===== config.mk =====
export PLATFORM = sky130hd
export DESIGN_NAME = led_matrix_scanner
export DESIGN_NICKNAME = d
export VERILOG_FILES = /design/src/rtl/led_matrix_scanner.sv
export SDC_FILE = /design/constraint.sdc
export NUM_CORES = 1
export LEC_CHECK = 0
export ABC_AREA = 1
export CAP_MARGIN = 10
export CORE_MARGIN = 4
export CORE_UTILIZATION = 32
export DETAILED_ROUTE_END_ITERATION = 6
export GPL_ROUTABILITY_DRIVEN = 0
export GPL_TIMING_DRIVEN = 1
export PLACE_DENSITY_LB_ADDON = 0.25
export RECOVER_POWER = 50
export SLEW_MARGIN = 40
export SYNTH_ARGS = -nofsm -noshare
export SYNTH_HDL_FRONTEND = slang
export SYNTH_SLANG_ARGS = --single-unit

===== constraint.sdc =====
create_clock -name CLK -period 46.4 [get_ports CLK]
set_clock_uncertainty 0.1 [all_clocks]
set_input_delay 6.96 -clock CLK [delete_from_list [all_inputs] [get_ports CLK]]
set_output_delay 6.96 -clock CLK [all_outputs]
set_load 0.01 [all_outputs]

===== src/rtl/led_matrix_scanner.sv =====
// Row-multiplexed scanner for a red/green LED matrix: shadow frame buffer,
// per-row blanking and PWM brightness, with registered row/column drives.
module led_matrix_scanner #(
  parameter int ROWS  = 16,
  parameter int COLS  = 16,
  parameter int DWELL = 32,
  parameter int BLANK = 2
) (
  input  logic                           CLK,
  input  logic                           RST,
  input  logic                           EN,
  input  logic [$clog2(DWELL+1)-1:0]     BRIGHT,
  input  logic [ROWS-1:0][COLS-1:0]      RedPixels,
  input  logic [ROWS-1:0][COLS-1:0]      GrnPixels,
  output logic [ROWS-1:0]                row_sel,
  output logic [COLS-1:0]                red_col,
  output logic [COLS-1:0]                grn_col,
  output logic                           frame_start,
  output logic [$clog2(ROWS)-1:0]        row_idx
);

  localparam int BW   = $clog2(DWELL + 1);
  localparam int RW   = $clog2(ROWS);
  localparam int MAXC = (DWELL > BLANK) ? DWELL : BLANK;
  localparam int CW   = $clog2(MAXC + 1);

  // state   | meaning
  // S_IDLE  | scan stopped, all drives low
  // S_BLANK | row selected internally, drives forced low for BLANK cycles
  // S_DRIVE | row driven for DWELL cycles, columns lit while PWM budget remains
  typedef enum logic [1:0] {S_IDLE, S_BLANK, S_DRIVE} state_t;

  state_t                    state_q, state_d;
  logic [CW-1:0]             cnt_q, cnt_d;
  logic [RW-1:0]             row_q, row_d;
  logic [BW-1:0]             on_q, on_d;
  logic [BW-1:0]             eff_on;
  logic [ROWS-1:0][COLS-1:0] red_sh_q, red_sh_d;
  logic [ROWS-1:0][COLS-1:0] grn_sh_q, grn_sh_d;

  logic [ROWS-1:0]           row_sel_q, row_sel_d;
  logic [COLS-1:0]           red_col_q, red_col_d;
  logic [COLS-1:0]           grn_col_q, grn_col_d;
  logic                      frame_start_q, frame_start_d;
  logic [RW-1:0]             row_idx_q, row_idx_d;

  // On the first drive cycle BRIGHT is taken directly, so the value held
  // during the last blank cycle sets the on-time of the whole dwell.
  assign eff_on = (state_q == S_DRIVE && cnt_q == CW'(DWELL - 1)) ? BRIGHT : on_q;

  always_ff @(posedge CLK or posedge RST) begin
    if (RST) begin
      state_q       <= S_IDLE;
      cnt_q         <= '0;
      row_q         <= '0;
      on_q          <= '0;
      red_sh_q      <= '0;
      grn_sh_q      <= '0;
      row_sel_q     <= '0;
      red_col_q     <= '0;
      grn_col_q     <= '0;
      frame_start_q <= 1'b0;
      row_idx_q     <= '0;
    end else begin
      state_q       <= state_d;
      cnt_q         <= cnt_d;
      row_q         <= row_d;
      on_q          <= on_d;
      red_sh_q      <= red_sh_d;
      grn_sh_q      <= grn_sh_d;
      row_sel_q     <= row_sel_d;
      red_col_q     <= red_col_d;
      grn_col_q     <= grn_col_d;
      frame_start_q <= frame_start_d;
      row_idx_q     <= row_idx_d;
    end
  end

  always_comb begin
    state_d  = state_q;
    cnt_d    = cnt_q;
    row_d    = row_q;
    on_d     = on_q;
    red_sh_d = red_sh_q;
    grn_sh_d = grn_sh_q;
    case (state_q)
      S_IDLE: begin
        if (EN) begin
          state_d  = S_BLANK;
          cnt_d    = CW'(BLANK - 1);
          row_d    = '0;
          red_sh_d = RedPixels;
          grn_sh_d = GrnPixels;
        end
      end
      S_BLANK: begin
        if (cnt_q == '0) begin
          state_d = S_DRIVE;
          cnt_d   = CW'(DWELL - 1);
        end else begin
          cnt_d = cnt_q - 1'b1;
        end
      end
      S_DRIVE: begin
        on_d = (eff_on != '0) ? eff_on - 1'b1 : '0;
        if (cnt_q == '0) begin
          state_d = S_BLANK;
          cnt_d   = CW'(BLANK - 1);
          if (row_q == RW'(ROWS - 1)) begin
            row_d    = '0;
            red_sh_d = RedPixels;
            grn_sh_d = GrnPixels;
          end else begin
            row_d = row_q + 1'b1;
          end
        end else begin
          cnt_d = cnt_q - 1'b1;
        end
      end
      default: state_d = S_IDLE;
    endcase
    if (!EN) begin
      state_d = S_IDLE;
      cnt_d   = '0;
      row_d   = '0;
      on_d    = '0;
    end
  end

  always_comb begin
    row_sel_d     = '0;
    red_col_d     = '0;
    grn_col_d     = '0;
    frame_start_d = 1'b0;
    row_idx_d     = '0;
    if (EN) begin
      case (state_q)
        S_BLANK: begin
          row_idx_d     = row_q;
          frame_start_d = (row_q == '0) && (cnt_q == CW'(BLANK - 1));
        end
        S_DRIVE: begin
          row_idx_d        = row_q;
          row_sel_d[row_q] = 1'b1;
          if (eff_on != '0) begin
            red_col_d = red_sh_q[row_q];
            grn_col_d = grn_sh_q[row_q];
          end
        end
        default: ;
      endcase
    end
  end

  assign row_sel     = row_sel_q;
  assign red_col     = red_col_q;
  assign grn_col     = grn_col_q;
  assign frame_start = frame_start_q;
  assign row_idx     = row_idx_q;

endmodule

Word level (Yosys, flattened, before mapping)
Cells that the tools add are included.
{"block": "totals", "in_bits": 521, "elab_cells": 113, "register_bits": 583, "output_inout_bits": 53}
{"block": "classes", "reduce_logical": 12, "n_addsub": 3, "order_cmp": 2, "mux": 42, "n_eq_ne": 13}
{"operator": "$mux W256", "count": 6}
{"operator": "$pmux W256 S2", "count": 2}
{"operator": "$mux W16", "count": 10}
{"operator": "$bmux W16 S4", "count": 2}
{"operator": "$mux W6", "count": 7}
{"operator": "$mux W4", "count": 5}
{"operator": "$pmux W6 S3", "count": 1}
{"operator": "$sub A6 B1 Y6 const B", "count": 2}
{"operator": "$pmux W4 S2", "count": 1}
{"operator": "$eq A6 B1 Y1 const B", "count": 1}
{"operator": "$eq A6 B5 Y1 const B", "count": 1}
{"operator": "$logic_not A6 Y1", "count": 1}
{"operator": "$mux W2", "count": 3}
{"operator": "$ne A2 B1 Y1 const B", "count": 3}
{"operator": "$pmux W2 S3", "count": 1}
{"operator": "$reduce_bool A6 Y1", "count": 1}
{"operator": "$lt A4 B5 Y1 const B", "count": 1}
{"operator": "$add A4 B1 Y4 const B", "count": 1}
{"operator": "$demux W1 S4", "count": 1}
{"operator": "$eq A4 B4 Y1 const B", "count": 1}
{"operator": "$ge A4 B1 Y1 const B", "count": 1}
{"operator": "$logic_not A4 Y1", "count": 1}
{"operator": "$ne A4 B1 Y1 const B", "count": 1}
{"operator": "$reduce_and A2 Y1", "count": 2}
{"operator": "12 further kinds", "count": 16}

Logic depth before layout (Yosys ltp)
{"block": "logic_depth", "word_depth": 7, "mapped_depth": 15, "ltp_nobuf": 13}

Worst setup path after synthesis
No wires, ideal clock.
{"block": "synth_timing", "path_type": "input to register", "startpoint": "in EN", "endpoint": "reg grn_sh_q[111] in the netlist's numbering", "required_time_ns": 46.170, "cell_stages": 9, "t_arrival_ns": 8.055, "setup_slack_ns": 38.114, "setup_time_ns": 0.130, "path_buffers": 4, "path_cell_list": "buf_2 > inv_1 > a21oi_1 > nand3_2 > buf_6 > buf_2 > buf_2 > nand2_1 > o21ai_1"}
{"block": "synth_via", "elab_chain_len": 2}
{"item": "start, declared", "line_no": "11", "source": "input logic EN,"}
{"item": "$ne A2 B2 Y1 (no source line)"}
{"item": "$reduce_and A4 Y1 (no source line)"}
{"item": "end signal, assigned", "line_no": "70", "source": "grn_sh_q <= grn_sh_d;"}
{"item": "end, declared", "line_no": "39", "source": "logic [ROWS-1:0][COLS-1:0] grn_sh_q, grn_sh_d;"}
Every way passes these cells.
A chain may end at the register's enable or synchronous reset.

==> flow_summary.toml <==
[outcome]
status = "finished, violations left"
violations = "capacitance limit, slew limit"

[worst_setup_path]
worstPathRequired_ns = 46.97
worstReg2RegStart = "row_q[1]"
cp_top_family = "buffers and inverters"
critPathLaunchType = "primary input"
crit_path_end_kind = "asynchronous set/reset pin"
crit_arrival_ns = 19.98
worst-path-buf-inv = 6
crit_type = "in -> async"
crit_path_max_fanout = 105
max_stage_delay_ns = 3.70
crit_chain = "dlygate4sd3_1 > clkinvlp_2 > clkbuf_1 > clkbuf_1 > clkbuf_1 > buf_6"
critPathLaunch = "RST"
cp_common_cell = "clkbuf_1"
crit_slowest_cell = "clkbuf_1"

[clock_tree]
cts_tree = "yes"
cts.sinks = 583
numCtsBuffers = 69
clk_pin_slew_worst_paths_ns = 0.06
hold_buffers = 0
postCtsSetupBuffers = 0
htree_num_levels = 3
clock_latency_ns = 0.61
clk_path_buf_depth = 3
clock_tree.root_cell = "clkbuf_16"
post_cts_resized = 0

[synthesis]
synth.largest_area_cell = "dfrtp_1"
synth_warnings = 0
synth.distinct_cells = 28
synthCells = 3431
synthTopCellsByArea = "dfrtp_1 53%, nand2_1 8.3%, inv_1 7.3%"
syn_nets = 3965
synth_seq_cells = 583
yosysSeqAreaShare_pct = 52.8
syn-cell-area_sq_um = 27600
synth_top_area_share_pct = 52.8
avgSynthCellArea_sq_um = 8.06

[global_routing]
grt_pass1_wl_um = 143000
grt_overflow = 0
antenna_found_initial = 16
grt_max_degree = 126
grtUsageTotal_pct = 20.7
grt_pass1_vias = 23064

[pwr]
leakage_nw = 17.5
powerDensity_nw_per_um2 = 62.0
ir_drop_uv = 52.7

[detailed_routing]
drcViolationCount = 0
drt-total-wl_um = 96100
first_pass_iters = 5
routedWlPerCell_um = 18.9
vias = 23681
antenna_left = 0
viasPerCell = 4.65
drt_iter0_drc = 1722

[layout]
final_common_cell = "nand2_1"
final_area_sq_um = 36400
layout_common_cells = "612 x nand2_1, 581 x dfrtp_1, 540 x inv_1"
layout.nets = 4423
synthToLayoutAreaGrowth_pct = 31.5
nFillCells = 8761
regArea_sq_um = 14600
drive_gt1_share_pct = 7.38
multi_input_area_sq_um = 9920

[sta]
hold_viol = 0
tns_ns = 0
slew_violations = 648
finalSetupViolations = 0
worst-slew-pin-transition_ns = 5.04
period_share_pct = 41.8
maxSlewHeadroom_pct = -236
max_clock_freq_ghz = 0.0515
post-route-min-period_ns = 19.41
rsz0062_at_grt = "false"

[floorplan]
initial_core_util_pct = 32.4
io_pins = 574
die_area_sq_um = 91100
die_y_um = 302
core_area_sq_um = 85400
rows = 107
die_width_um = 302

[job]
maxCapViolCount = 9

[place]
port_buffers = 573
placed_cell_area_sq_um = 34100
hpwlAfterDp_um = 69000

[min_path]
hold_start = "red_sh_q[63]"
min_path_type = "reg -> reg"
[report_power, final]
part	leakage [nW]	internal, mW	total (mW)	switching (mW)
clock network	1.14	0.328	0.555	0.227
logic	9.32	0.297	0.862	0.566
registers	7.01	0.744	0.837	0.0932
[Yosys cell counts (all sizes together)]
| library cell | count |
|---|---|
| or2 | 2 |
| a21boi | 2 |
| ha | 13 |
| inv | 546 |
| nor3b | 2 |
| a31oi | 1 |
| a21oi | 408 |
| xor2 | 2 |
| buf | 114 |
| clkbuf | 104 |
| nand3b | 3 |
| nand2 | 615 |
| o21ai | 523 |
| dfrtp | 583 |
| nor3 | 3 |
| o22ai | 7 |
| nand3 | 69 |
| nand4 | 36 |
| nor2 | 398 |
[registers in the layout, indices dropped and copies added, names as in the netlist]
signal and flops:
row_q 4, state_q 2, cnt_q 6, row_sel 16, red_sh_q 256, row_idx 4, grn_sh_q 256, grn_col 16
frame_start 1, red_col 16, on_q 6
[tightest hold or removal path, delay by kind of cell (launching register included)]
| family | cells | cell delay, ns |
|---|---|---|
| AO/OA/AOI/OAI | 1 | 0.06 |
| flip-flops | 1 | 0.34 |
| AND/OR/NAND/NOR | 1 | 0.05 |
[cell type report]
class,instances,share of cell area (%)
antenna,10,0.0688
clock buffer,99,5.45
clock inverter,24,0.916
inverter,546,5.67
multi-input combinational,2084,27.3
sequential,583,40.2
tap,1144,3.94
timing repair buffer,605,16.5
[logic make-up (layout without fill, tap and decap cells)]
family	after synthesis	count (layout)	synth area share, %
simple gates	1128	1128	16.1
compound gates	941	941	19.0
buf+inv	764	1274	11.4
flops	583	583	52.8
fa+ha+maj	13	13	0.588
xor+xnor	2	2	0.0634
other cells	0	10	0
[final timing paths]
path	end	slack [ns]	depth (start not counted)
setup / recovery	grn_sh_q[75]	26.99	6
max in group CLK	grn_sh_q[194]	32.54	9
hold / removal	red_sh_q[63]	0.38	2
setup reg to reg	grn_sh_q[194]	38.66	9
hold reg to reg	red_sh_q[63]	0.38	2
min in group asynchronous	red_sh_q[103]	8.15	2
[layer usage]
layer | GRT usage, % | wire length [um]
met5 | 0 | 47
met3 | 3.82 | 5570
met2 | 33.4 | 45500
met4 | 6.26 | 2310
met1 | 28.4 | 42700
[per-stage QoR]
step	hold WS (ns)	std cells	setup WS [ns]	util [%]	power [mW]
after detailed placement	0.373	4962	34.58	39.9	1.71
after CTS	0.387	5085	35.22	42.6	2.27
after floorplan	0.349	3431	23.03	-	1.51
after global placement	0.365	4959	33.75	39.8	1.68
after global routing	0.396	5091	24.17	42.5	2.44
final	0.382	5095	26.99	42.6	2.25
(Power assumes the default switching activity.)
